File: config.mk
export PLATFORM = sky130hd
export DESIGN_NAME = trs80_uart_tx
export DESIGN_NICKNAME = d
export VERILOG_FILES = /design/src/rtl/trs80_uart_tx.sv
export SDC_FILE = /design/constraint.sdc
export NUM_CORES = 1
export LEC_CHECK = 0
export ABC_AREA = 1
export ABC_CLOCK_PERIOD_IN_PS = 2540
export BUFFER_PORTS_ARGS = -buffer_cell sky130_fd_sc_hd__buf_2
export CORE_ASPECT_RATIO = 0.5
export CORE_MARGIN = 3
export CORE_UTILIZATION = 63
export CTS_BUF_LIST = sky130_fd_sc_hd__clkbuf_4 sky130_fd_sc_hd__clkbuf_8
export DETAILED_ROUTE_END_ITERATION = 6
export GPL_ROUTABILITY_DRIVEN = 0
export GPL_TIMING_DRIVEN = 0
export PLACE_DENSITY = 0.82
export SYNTH_ARGS = -nofsm -noshare
export SYNTH_HDL_FRONTEND = slang
export SYNTH_SLANG_ARGS = --single-unit
File: constraint.sdc
create_clock -name clk42 -period 2.54 [get_ports clk42]
set_clock_uncertainty 0.05 [all_clocks]
set_input_delay 0.508 -clock clk42 [delete_from_list [all_inputs] [get_ports clk42]]
set_output_delay 0.508 -clock clk42 [all_outputs]
set_load 0.02 [all_outputs]
File: src/rtl/trs80_uart_tx.sv
// Double-buffered asynchronous serial transmitter for the TRS-80 RS-232 port.
// The frame format (baud, word length, parity, stop bits) is latched from cfg at each transfer.
module trs80_uart_tx #(
  parameter int unsigned CLK_HZ = 42_000_000
) (
  input  logic       clk42,
  input  logic       reset_n,
  input  logic [7:0] cfg,
  input  logic [7:0] tx_data,
  input  logic       tx_load,
  input  logic       uart_cts,
  output logic       tx_thre,
  output logic       tx_tre,
  output logic       uart_tx
);

  typedef enum logic [2:0] {
    S_IDLE   = 3'd0,
    S_START  = 3'd1,
    S_DATA   = 3'd2,
    S_PARITY = 3'd3,
    S_STOP   = 3'd4
  } state_t;

  // Bit-timer reload values: one bit lasts DIV clocks, so the timer counts DIV-1 down to 0.
  function automatic logic [18:0] div_m1(input logic [2:0] baud);
    logic [18:0] d;
    case (baud)
      3'd0:    d = 19'(CLK_HZ / 32'd9600 - 32'd1);
      3'd1:    d = 19'(CLK_HZ / 32'd4800 - 32'd1);
      3'd2:    d = 19'(CLK_HZ / 32'd2400 - 32'd1);
      3'd3:    d = 19'(CLK_HZ / 32'd1200 - 32'd1);
      3'd4:    d = 19'(CLK_HZ / 32'd600 - 32'd1);
      3'd5:    d = 19'(CLK_HZ / 32'd300 - 32'd1);
      3'd6:    d = 19'(CLK_HZ / 32'd150 - 32'd1);
      default: d = 19'(CLK_HZ / 32'd110 - 32'd1);
    endcase
    return d;
  endfunction

  // Word length code 0..3 selects 8..5 data bits; higher bits are masked out of parity.
  function automatic logic parity_of(input logic [7:0] data, input logic [1:0] wlen,
                                     input logic odd);
    logic [7:0] mask;
    mask = 8'hFF >> wlen;
    return (^(data & mask)) ^ odd;
  endfunction

  state_t      state_r, state_nx_s;
  logic [18:0] timer_r, timer_nx_s;
  logic [2:0]  bit_r, bit_nx_s;
  logic [7:0]  shift_r, shift_nx_s;
  logic [7:0]  fcfg_r, fcfg_nx_s;
  logic [7:0]  hold_r, hold_nx_s;
  logic        par_r, par_nx_s;
  logic        thre_r, thre_nx_s;
  logic        tre_r;
  logic        tx_r, tx_nx_s;
  logic        cts_meta_r, cts_s;
  logic        xfer_ok_s, xfer_s;
  logic [18:0] bit_div_s;
  logic [2:0]  last_bit_s;

  assign xfer_ok_s  = ~thre_r & ~cts_s;
  assign bit_div_s  = div_m1(fcfg_r[2:0]);
  assign last_bit_s = 3'd7 - {1'b0, fcfg_r[6:5]};

  // Next-state, holding-register and serial-line logic.
  always_comb begin
    state_nx_s = state_r;
    timer_nx_s = timer_r;
    bit_nx_s   = bit_r;
    shift_nx_s = shift_r;
    fcfg_nx_s  = fcfg_r;
    par_nx_s   = par_r;
    hold_nx_s  = hold_r;
    thre_nx_s  = thre_r;
    xfer_s     = 1'b0;
    tx_nx_s    = 1'b1;

    if (tx_load && thre_r) begin
      hold_nx_s = tx_data;
      thre_nx_s = 1'b0;
    end else begin
      hold_nx_s = hold_r;
    end

    case (state_r)
      S_IDLE: begin
        xfer_s = xfer_ok_s;
      end
      S_START: begin
        if (timer_r == 19'd0) begin
          state_nx_s = S_DATA;
          timer_nx_s = bit_div_s;
          bit_nx_s   = 3'd0;
        end else begin
          timer_nx_s = timer_r - 19'd1;
        end
      end
      S_DATA: begin
        if (timer_r == 19'd0) begin
          timer_nx_s = bit_div_s;
          if (bit_r == last_bit_s) begin
            bit_nx_s   = 3'd0;
            state_nx_s = fcfg_r[3] ? S_PARITY : S_STOP;
          end else begin
            bit_nx_s   = bit_r + 3'd1;
            shift_nx_s = {1'b0, shift_r[7:1]};
          end
        end else begin
          timer_nx_s = timer_r - 19'd1;
        end
      end
      S_PARITY: begin
        if (timer_r == 19'd0) begin
          state_nx_s = S_STOP;
          timer_nx_s = bit_div_s;
          bit_nx_s   = 3'd0;
        end else begin
          timer_nx_s = timer_r - 19'd1;
        end
      end
      S_STOP: begin
        if (timer_r == 19'd0) begin
          // Last stop bit done: chain straight into the next frame when one is ready.
          if (fcfg_r[4] || (bit_r == 3'd1)) begin
            if (xfer_ok_s) begin
              xfer_s = 1'b1;
            end else begin
              state_nx_s = S_IDLE;
            end
          end else begin
            bit_nx_s   = bit_r + 3'd1;
            timer_nx_s = bit_div_s;
          end
        end else begin
          timer_nx_s = timer_r - 19'd1;
        end
      end
      default: begin
        state_nx_s = S_IDLE;
      end
    endcase

    if (xfer_s) begin
      state_nx_s = S_START;
      shift_nx_s = hold_r;
      fcfg_nx_s  = cfg;
      par_nx_s   = parity_of(hold_r, cfg[6:5], cfg[7]);
      timer_nx_s = div_m1(cfg[2:0]);
      bit_nx_s   = 3'd0;
      thre_nx_s  = 1'b1;
    end else begin
      thre_nx_s  = thre_nx_s;
    end

    case (state_nx_s)
      S_START:  tx_nx_s = 1'b0;
      S_DATA:   tx_nx_s = shift_nx_s[0];
      S_PARITY: tx_nx_s = par_nx_s;
      default:  tx_nx_s = 1'b1;
    endcase
  end

  // State, datapath and output registers; reset idles the line high.
  always_ff @(posedge clk42 or negedge reset_n) begin
    if (!reset_n) begin
      state_r    <= S_IDLE;
      timer_r    <= 19'd0;
      bit_r      <= 3'd0;
      shift_r    <= 8'd0;
      fcfg_r     <= 8'd0;
      hold_r     <= 8'd0;
      par_r      <= 1'b0;
      thre_r     <= 1'b1;
      tre_r      <= 1'b1;
      tx_r       <= 1'b1;
      cts_meta_r <= 1'b0;
      cts_s      <= 1'b0;
    end else begin
      state_r    <= state_nx_s;
      timer_r    <= timer_nx_s;
      bit_r      <= bit_nx_s;
      shift_r    <= shift_nx_s;
      fcfg_r     <= fcfg_nx_s;
      hold_r     <= hold_nx_s;
      par_r      <= par_nx_s;
      thre_r     <= thre_nx_s;
      tre_r      <= thre_r & (state_r == S_IDLE);
      tx_r       <= tx_nx_s;
      cts_meta_r <= uart_cts;
      cts_s      <= cts_meta_r;
    end
  end

  assign tx_thre = thre_r;
  assign tx_tre  = tre_r;
  assign uart_tx = tx_r;

endmodule

==> results of run 1 <==
## registers in the layout (all words and copies together) (netlist names)
signal	flops
timer_r	19
cts_s	1
uart_tx	1
shift_r	8
state_r	3
hold_r	8
tx_tre	1
fcfg_r	7
tx_thre	1
par_r	1
bit_r	3
cts_meta_r	1
## synthesized netlist by cell type, types with 2 or more instances
cell      count  area, um^2
o211ai_1      9        67.6
a31oi_1       5        31.3
inv_1        51         191
o21ai_1       2        10.0
o21ai_0      40         200
nand2_1     164         616
nand3_2       3        30.0
buf_6         2        22.5
nand3b_1      2        15.0
nor3_1        5        25.0
or2_2         2        12.5
xnor2_1       4        35.0
mux2_2        2        22.5
nor2_8        2        40.0
a21oi_1      17        85.1
dfrtp_1      51        1280
buf_4         2        15.0
xor2_1        8        70.1
nand4_1       4        25.0
inv_2         4        15.0
nand2_4       2        22.5
nor2_1       65         244
nand3_1      34         170
nand2_2       4        25.0
ha_1          5        62.6
clkbuf_1      2        7.51
nor2_2        4        25.0
buf_2         4        20.0
dfstp_2       3        78.8
## stage by stage
stage / instances / worst slack (ns) / power, mW
CTS: 613 / 0.307 / 3.80
detailed placement: 605 / 0.335 / 3.20
floorplan: 513 / 0.771 / 2.78
finish: 613 / 0.223 / 3.82
global placement: 605 / 0.353 / 3.14
global route: 613 / 0.0902 / 4.14
## report_power, final
part | internal (mW) | total, mW | switching [mW]
Clock | 0.307 | 0.596 | 0.289
Sequential | 1.23 | 1.57 | 0.339
Combinational | 0.627 | 1.66 | 1.03
Total | 2.16 | 3.82 | 1.66
## layout make-up
type / instances / area [um^2]
sequential: 54 / 1360
inverter: 55 / 206
buffer: 11 / 80.1
fill: 444 / 1310
tap: 70 / 87.6
multi-input combinational: 393 / 1920
timing repair buffer: 22 / 110
clock buffer: 6 / 76.3
clock inverter: 2 / 38.8
## worst max path at each step
stage / start / endpoint / slack (ns)
after floorplan: timer_r[0]$_DFFE_PN0P_ / timer_r[9]$_DFFE_PN0P_ / 0.77
after global placement: timer_r[0]$_DFFE_PN0P_ / timer_r[4]$_DFFE_PN0P_ / 0.35
after detailed placement: timer_r[0]$_DFFE_PN0P_ / timer_r[4]$_DFFE_PN0P_ / 0.34
after CTS: timer_r[0]$_DFFE_PN0P_ / timer_r[4]$_DFFE_PN0P_ / 0.31
after global routing: timer_r[0]$_DFFE_PN0P_ / timer_r[13]$_DFFE_PN0P_ / 0.09
final: timer_r[0]$_DFFE_PN0P_ / timer_r[4]$_DFFE_PN0P_ / 0.22
## cells by family after synthesis
logic type | synth area share (%)
simple gates | 36.1
compound gates | 12.4
buf+inv | 8.05
flops | 38.1
xor+xnor | 2.95
fa+ha+maj | 1.76
mux | 0.633
## per-layer routing
layer / up-vias / share of wire (%) / wire, um
li1: 1712 / - / -
met1: 1549 / 44 / 3820
met2: 148 / 45 / 3870
met3: 15 / 8.7 / 753
met4: 0 / 1.9 / 161
met5: - / 0 / 0
## worst max-delay path, delay by kind of cell, from the launching register on
| family | cells | cell delay (ns) |
|---|---|---|
| and+or+nand+nor | 7 | 1.16 |
| buffers and inverters | 2 | 0.34 |
| adders and majority gates | 1 | 0.21 |
| DFF | 1 | 0.42 |
==> impl_metrics.tcl, run 1 <==
set metrics [dict create \
    ys_ff_latch 54 \
    arrival_ns 2.45 \
    cts_resized 0 \
    tritoncts "yes" \
    fin_area_um2 3870 \
    worst_setup_path_end_kind "flip-flop" \
    grtUsageMet1_pct 36.7 \
    rows 18 \
    tns_ns 0 \
    critPathSlowestCell "dfrtp_1" \
    fin_util_pct 74.7 \
    syn_area_um2 3560 \
    grt_setup_unrepaired "false" \
    clock_path_buffers 2 \
    drt_iter0_markers 398 \
    post-cts-setup-buffer-count 0 \
    worst_path_most_repeated_cell "nand2_2" \
    synth_edf_count 0 \
    grt_use_total_pct 27.9 \
    whs_ns 0.246 \
    synthFlopType "dfrtp_1" \
    synth_cell_types 40 \
    grt_use_met2_pct 46.6 \
    synth_seq_area_share_pct 38.1 \
    die_x_um 112 \
    r2r-end "timer_r[4]$_DFFE_PN0P_" \
    fmax_mhz 432 \
    ant_nets 0 \
    slew_viol_final 0 \
    async_reset_ff_share_pct 100 \
    post-route-period-util_pct 91.2 \
    drtPass1Iterations 5 \
    routed_via_density 5.59 \
    die_area_um2 6640 \
    ff2ff_path_depth 10 \
    slew_headroom_pct 19.2 \
    grt_pass1_vias 3112 \
    n_antenna_cell 0 \
    status "finished, final reports clean" \
    gr-usage-met3_pct 7.14 \
    grt-ovfl-total 0 \
    crit_path_max_incr_delay_ns 0.42 \
    final_common_cell "nand2_1" \
    numPortBuffers 22 \
    peakVddDrop_mv 0.653 \
    crit_chain "inv_1, ha_1, nand2_2, nor2_8, nand4_1, nand2_1, nand2_2, buf_2, nor4_1, nor2_1" \
    cts.htree.levels 2 \
    avgSynthCellArea_um2 6.93 \
    ys_warn_count 0 \
    grt_max_degree 55 \
    crit-reg2reg-launch "timer_r[0]$_DFFE_PN0P_" \
    syn_nets 538 \
    placed_area_um2 3750 \
    postCtsHoldBufs 0 \
    final_hold_viol_count 0 \
    clock_latency_ns 0.32 \
    min_from "uart_cts" \
    cp.required_ns 2.68 \
    initial_core_util_pct 68.7 \
    drive_above_1_share_pct 12.5 \
    worst_pin_slew_ns 1.21 \
    cts_buffers 5 \
    wl_um 8610 \
    mostFrequentLayoutCells "164 x nand2_1, 65 x nor2_1, 51 x inv_1, 51 x dfrtp_1, 40 x o21ai_0" \
    core_um2 5180 \
    min_path_type "in -> reg" \
    drc 0 \
    clkTransAtPathRegs_ns 0.10 \
    p_leak_nw 2.00 \
    hold_depth 1 \
    setup_violations 0 \
    cts-root-buf "clkbuf_8" \
    path_class "reg -> reg" \
    wl_per_cell_um 14.0 \
    final_nets 567 \
    p_per_area_nw_per_um2 987 \
    rrSetupSlack_ns 0.22 \
    dp_hpwl_um 6480 \
    grt_first_pass_wirelength_um 14600 \
    critPathMaxFanout 10 \
    grt_most_used_layer "met2" \
    cap_violations 0 \
    netlist_instances 513 \
    cts_num_sinks 54 \
    start_kind "flip-flop" \
    area_growth_pct 8.79 \
    die_y_um 59.1 \
    antenna_found_initial 0 \
    hold_end "cts_meta_r$_DFF_PN0_" \
    vias 3424 \
    num_io_pins 23 \
    period_minus_slack_ns 2.32 \
]
No activity file was read; power rests on OpenSTA's default activity.
==> inputs of run 2 (changes only) <==
--- a/config.mk
+++ b/config.mk
@@ -13,3 +13,3 @@
 export CORE_UTILIZATION = 63
-export CTS_BUF_LIST = sky130_fd_sc_hd__clkbuf_4 sky130_fd_sc_hd__clkbuf_8
+export CTS_BUF_LIST = sky130_fd_sc_hd__clkbuf_4
 export DETAILED_ROUTE_END_ITERATION = 6
==> constraint.sdc (replaced) <==
create_clock -name clk42 -period 2.54 [get_ports clk42]
set_clock_uncertainty 0.05 [all_clocks]
set_input_delay 0 -clock clk42 [delete_from_list [all_inputs] [get_ports clk42]]
set_output_delay 0 -clock clk42 [all_outputs]
set_load 0.02 [all_outputs]
==> impl_metrics.tcl, run 2 (synthesized netlist as in run 1, its figures left out) <==
set metrics [dict create \
    hold_depth 2 \
    cap_violations 0 \
    worst_setup_path_end_kind "flip-flop" \
    core_um2 5180 \
    die_area_um2 6640 \
    grt_setup_unrepaired "false" \
    die_x_um 112 \
    status "finished, final reports clean" \
    fmax_mhz 435 \
    cts.htree.levels 2 \
    drt_iter0_markers 410 \
    clock_path_buffers 2 \
    p_per_area_nw_per_um2 946 \
    grt_pass1_vias 3356 \
    post-cts-setup-buffer-count 0 \
    tns_ns 0 \
    initial_core_util_pct 68.7 \
    grt_use_total_pct 30.6 \
    rrSetupSlack_ns 0.24 \
    cts-root-buf "clkbuf_4" \
    dp_hpwl_um 6480 \
    post-route-period-util_pct 90.4 \
    rows 18 \
    arrival_ns 2.53 \
    critPathMaxFanout 10 \
    setup_violations 0 \
    peakVddDrop_mv 0.609 \
    n_antenna_cell 0 \
    numPortBuffers 22 \
    largest-register "timer_r" \
    mostFrequentLayoutCells "164 x nand2_1, 65 x nor2_1, 51 x inv_1, 51 x dfrtp_1, 40 x o21ai_0" \
    cts_buffers 5 \
    slew_viol_final 0 \
    clock_latency_ns 0.41 \
    placed_area_um2 3750 \
    cp.required_ns 2.77 \
    cts_num_sinks 54 \
    die_y_um 59.1 \
    grt-ovfl-total 0 \
    fillers 412 \
    power_mw 3.80 \
    routed_via_density 5.67 \
    area_growth_pct 13.0 \
    num_io_pins 23 \
    vias 3579 \
    drive_above_1_share_pct 12.1 \
    final_nets 585 \
    wl_per_cell_um 15.2 \
    slew_headroom_pct 19.4 \
    r2r-end "timer_r[4]$_DFFE_PN0P_" \
    p_leak_nw 2.07 \
    start_kind "flip-flop" \
    min_from "uart_cts" \
    grt_first_pass_wirelength_um 15900 \
    period_minus_slack_ns 2.30 \
    drtPass1Iterations 5 \
    hold_end "cts_meta_r$_DFF_PN0_" \
    final_hold_viol_count 0 \
    ant_nets 0 \
    wl_um 9610 \
    largest_registers "timer_r (19), hold_r (8), shift_r (8)" \
    crit-reg2reg-launch "timer_r[0]$_DFFE_PN0P_" \
    path_class "reg -> reg" \
    antenna_found_initial 0 \
    fin_area_um2 4020 \
    worst_pin_slew_ns 1.21 \
    clkTransAtPathRegs_ns 0.16 \
    largest_reg_flops 19 \
    drc 0 \
    tritoncts "yes" \
    grt_max_degree 55 \
    min_path_type "in -> reg" \
    ff2ff_path_depth 10 \
    final_common_cell "nand2_1" \
]
## run 2: what timing repair did
item | CTS | global route
hold buffers | 18 | 0
gates resized for setup | 0 | 0
endpoints found under the hold margin | 72 | 0
## run 2: worst max path at each step
| stage | from | end | slack, ns |
|---|---|---|---|
| global placement | timer_r[0]$_DFFE_PN0P_ | timer_r[4]$_DFFE_PN0P_ | 0.35 |
| floorplan | timer_r[0]$_DFFE_PN0P_ | timer_r[9]$_DFFE_PN0P_ | 0.77 |
| CTS | timer_r[0]$_DFFE_PN0P_ | timer_r[4]$_DFFE_PN0P_ | 0.30 |
| finish | timer_r[0]$_DFFE_PN0P_ | timer_r[4]$_DFFE_PN0P_ | 0.24 |
| detailed placement | timer_r[0]$_DFFE_PN0P_ | timer_r[4]$_DFFE_PN0P_ | 0.34 |
| global route | timer_r[0]$_DFFE_PN0P_ | timer_r[13]$_DFFE_PN0P_ | 0.08 |
## run 2: layout make-up
class	instances	area, um^2	area share (%)
Clock buffer	6	45.0	1.12
Inverter	55	206	5.14
Timing Repair Buffer	40	290	7.22
Sequential cell	54	1360	33.7
Multi-Input combinational cell	393	1920	47.7
Tap cell	70	87.6	2.18
Clock inverter	2	38.8	0.965
Buffer	11	80.1	1.99
## run 2: critical path: stages (launching register included)
cell     delay [ns]
dfrtp_1        0.44
inv_1          0.09
ha_1           0.21
nand2_2        0.12
nor2_8         0.19
nand4_1        0.16
nand2_1        0.12
nand2_2        0.14
buf_2          0.25
nor4_1         0.35
nor2_1         0.07
## run 2: routing by layer
layer  GRT usage, %  wire length, um  up-vias
met4           10.4              251        0
li1               -                -     1753
met2           52.8             4460      166
met1           38.7             4110     1636
met5              0                0        -
met3           7.54              788       24
## run 2: metrics by stage
step	std cells	worst slack, ns	hold slack, ns	util, %
after floorplan	513	0.771	-0.346	-
after global placement	605	0.353	0.0587	72.5
after detailed placement	605	0.335	0.0593	72.5
after CTS	631	0.297	0.170	77.6
after global routing	631	0.0785	0.198	77.6
final	631	0.243	0.208	77.6
## run 2: report_power, final
group | internal (mW) | leakage, nW | switching, mW
logic | 0.645 | 1.38 | 1.07
clock network | 0.221 | 0.0459 | 0.291
registers | 1.22 | 0.639 | 0.350
total | 2.09 | 2.07 | 1.71
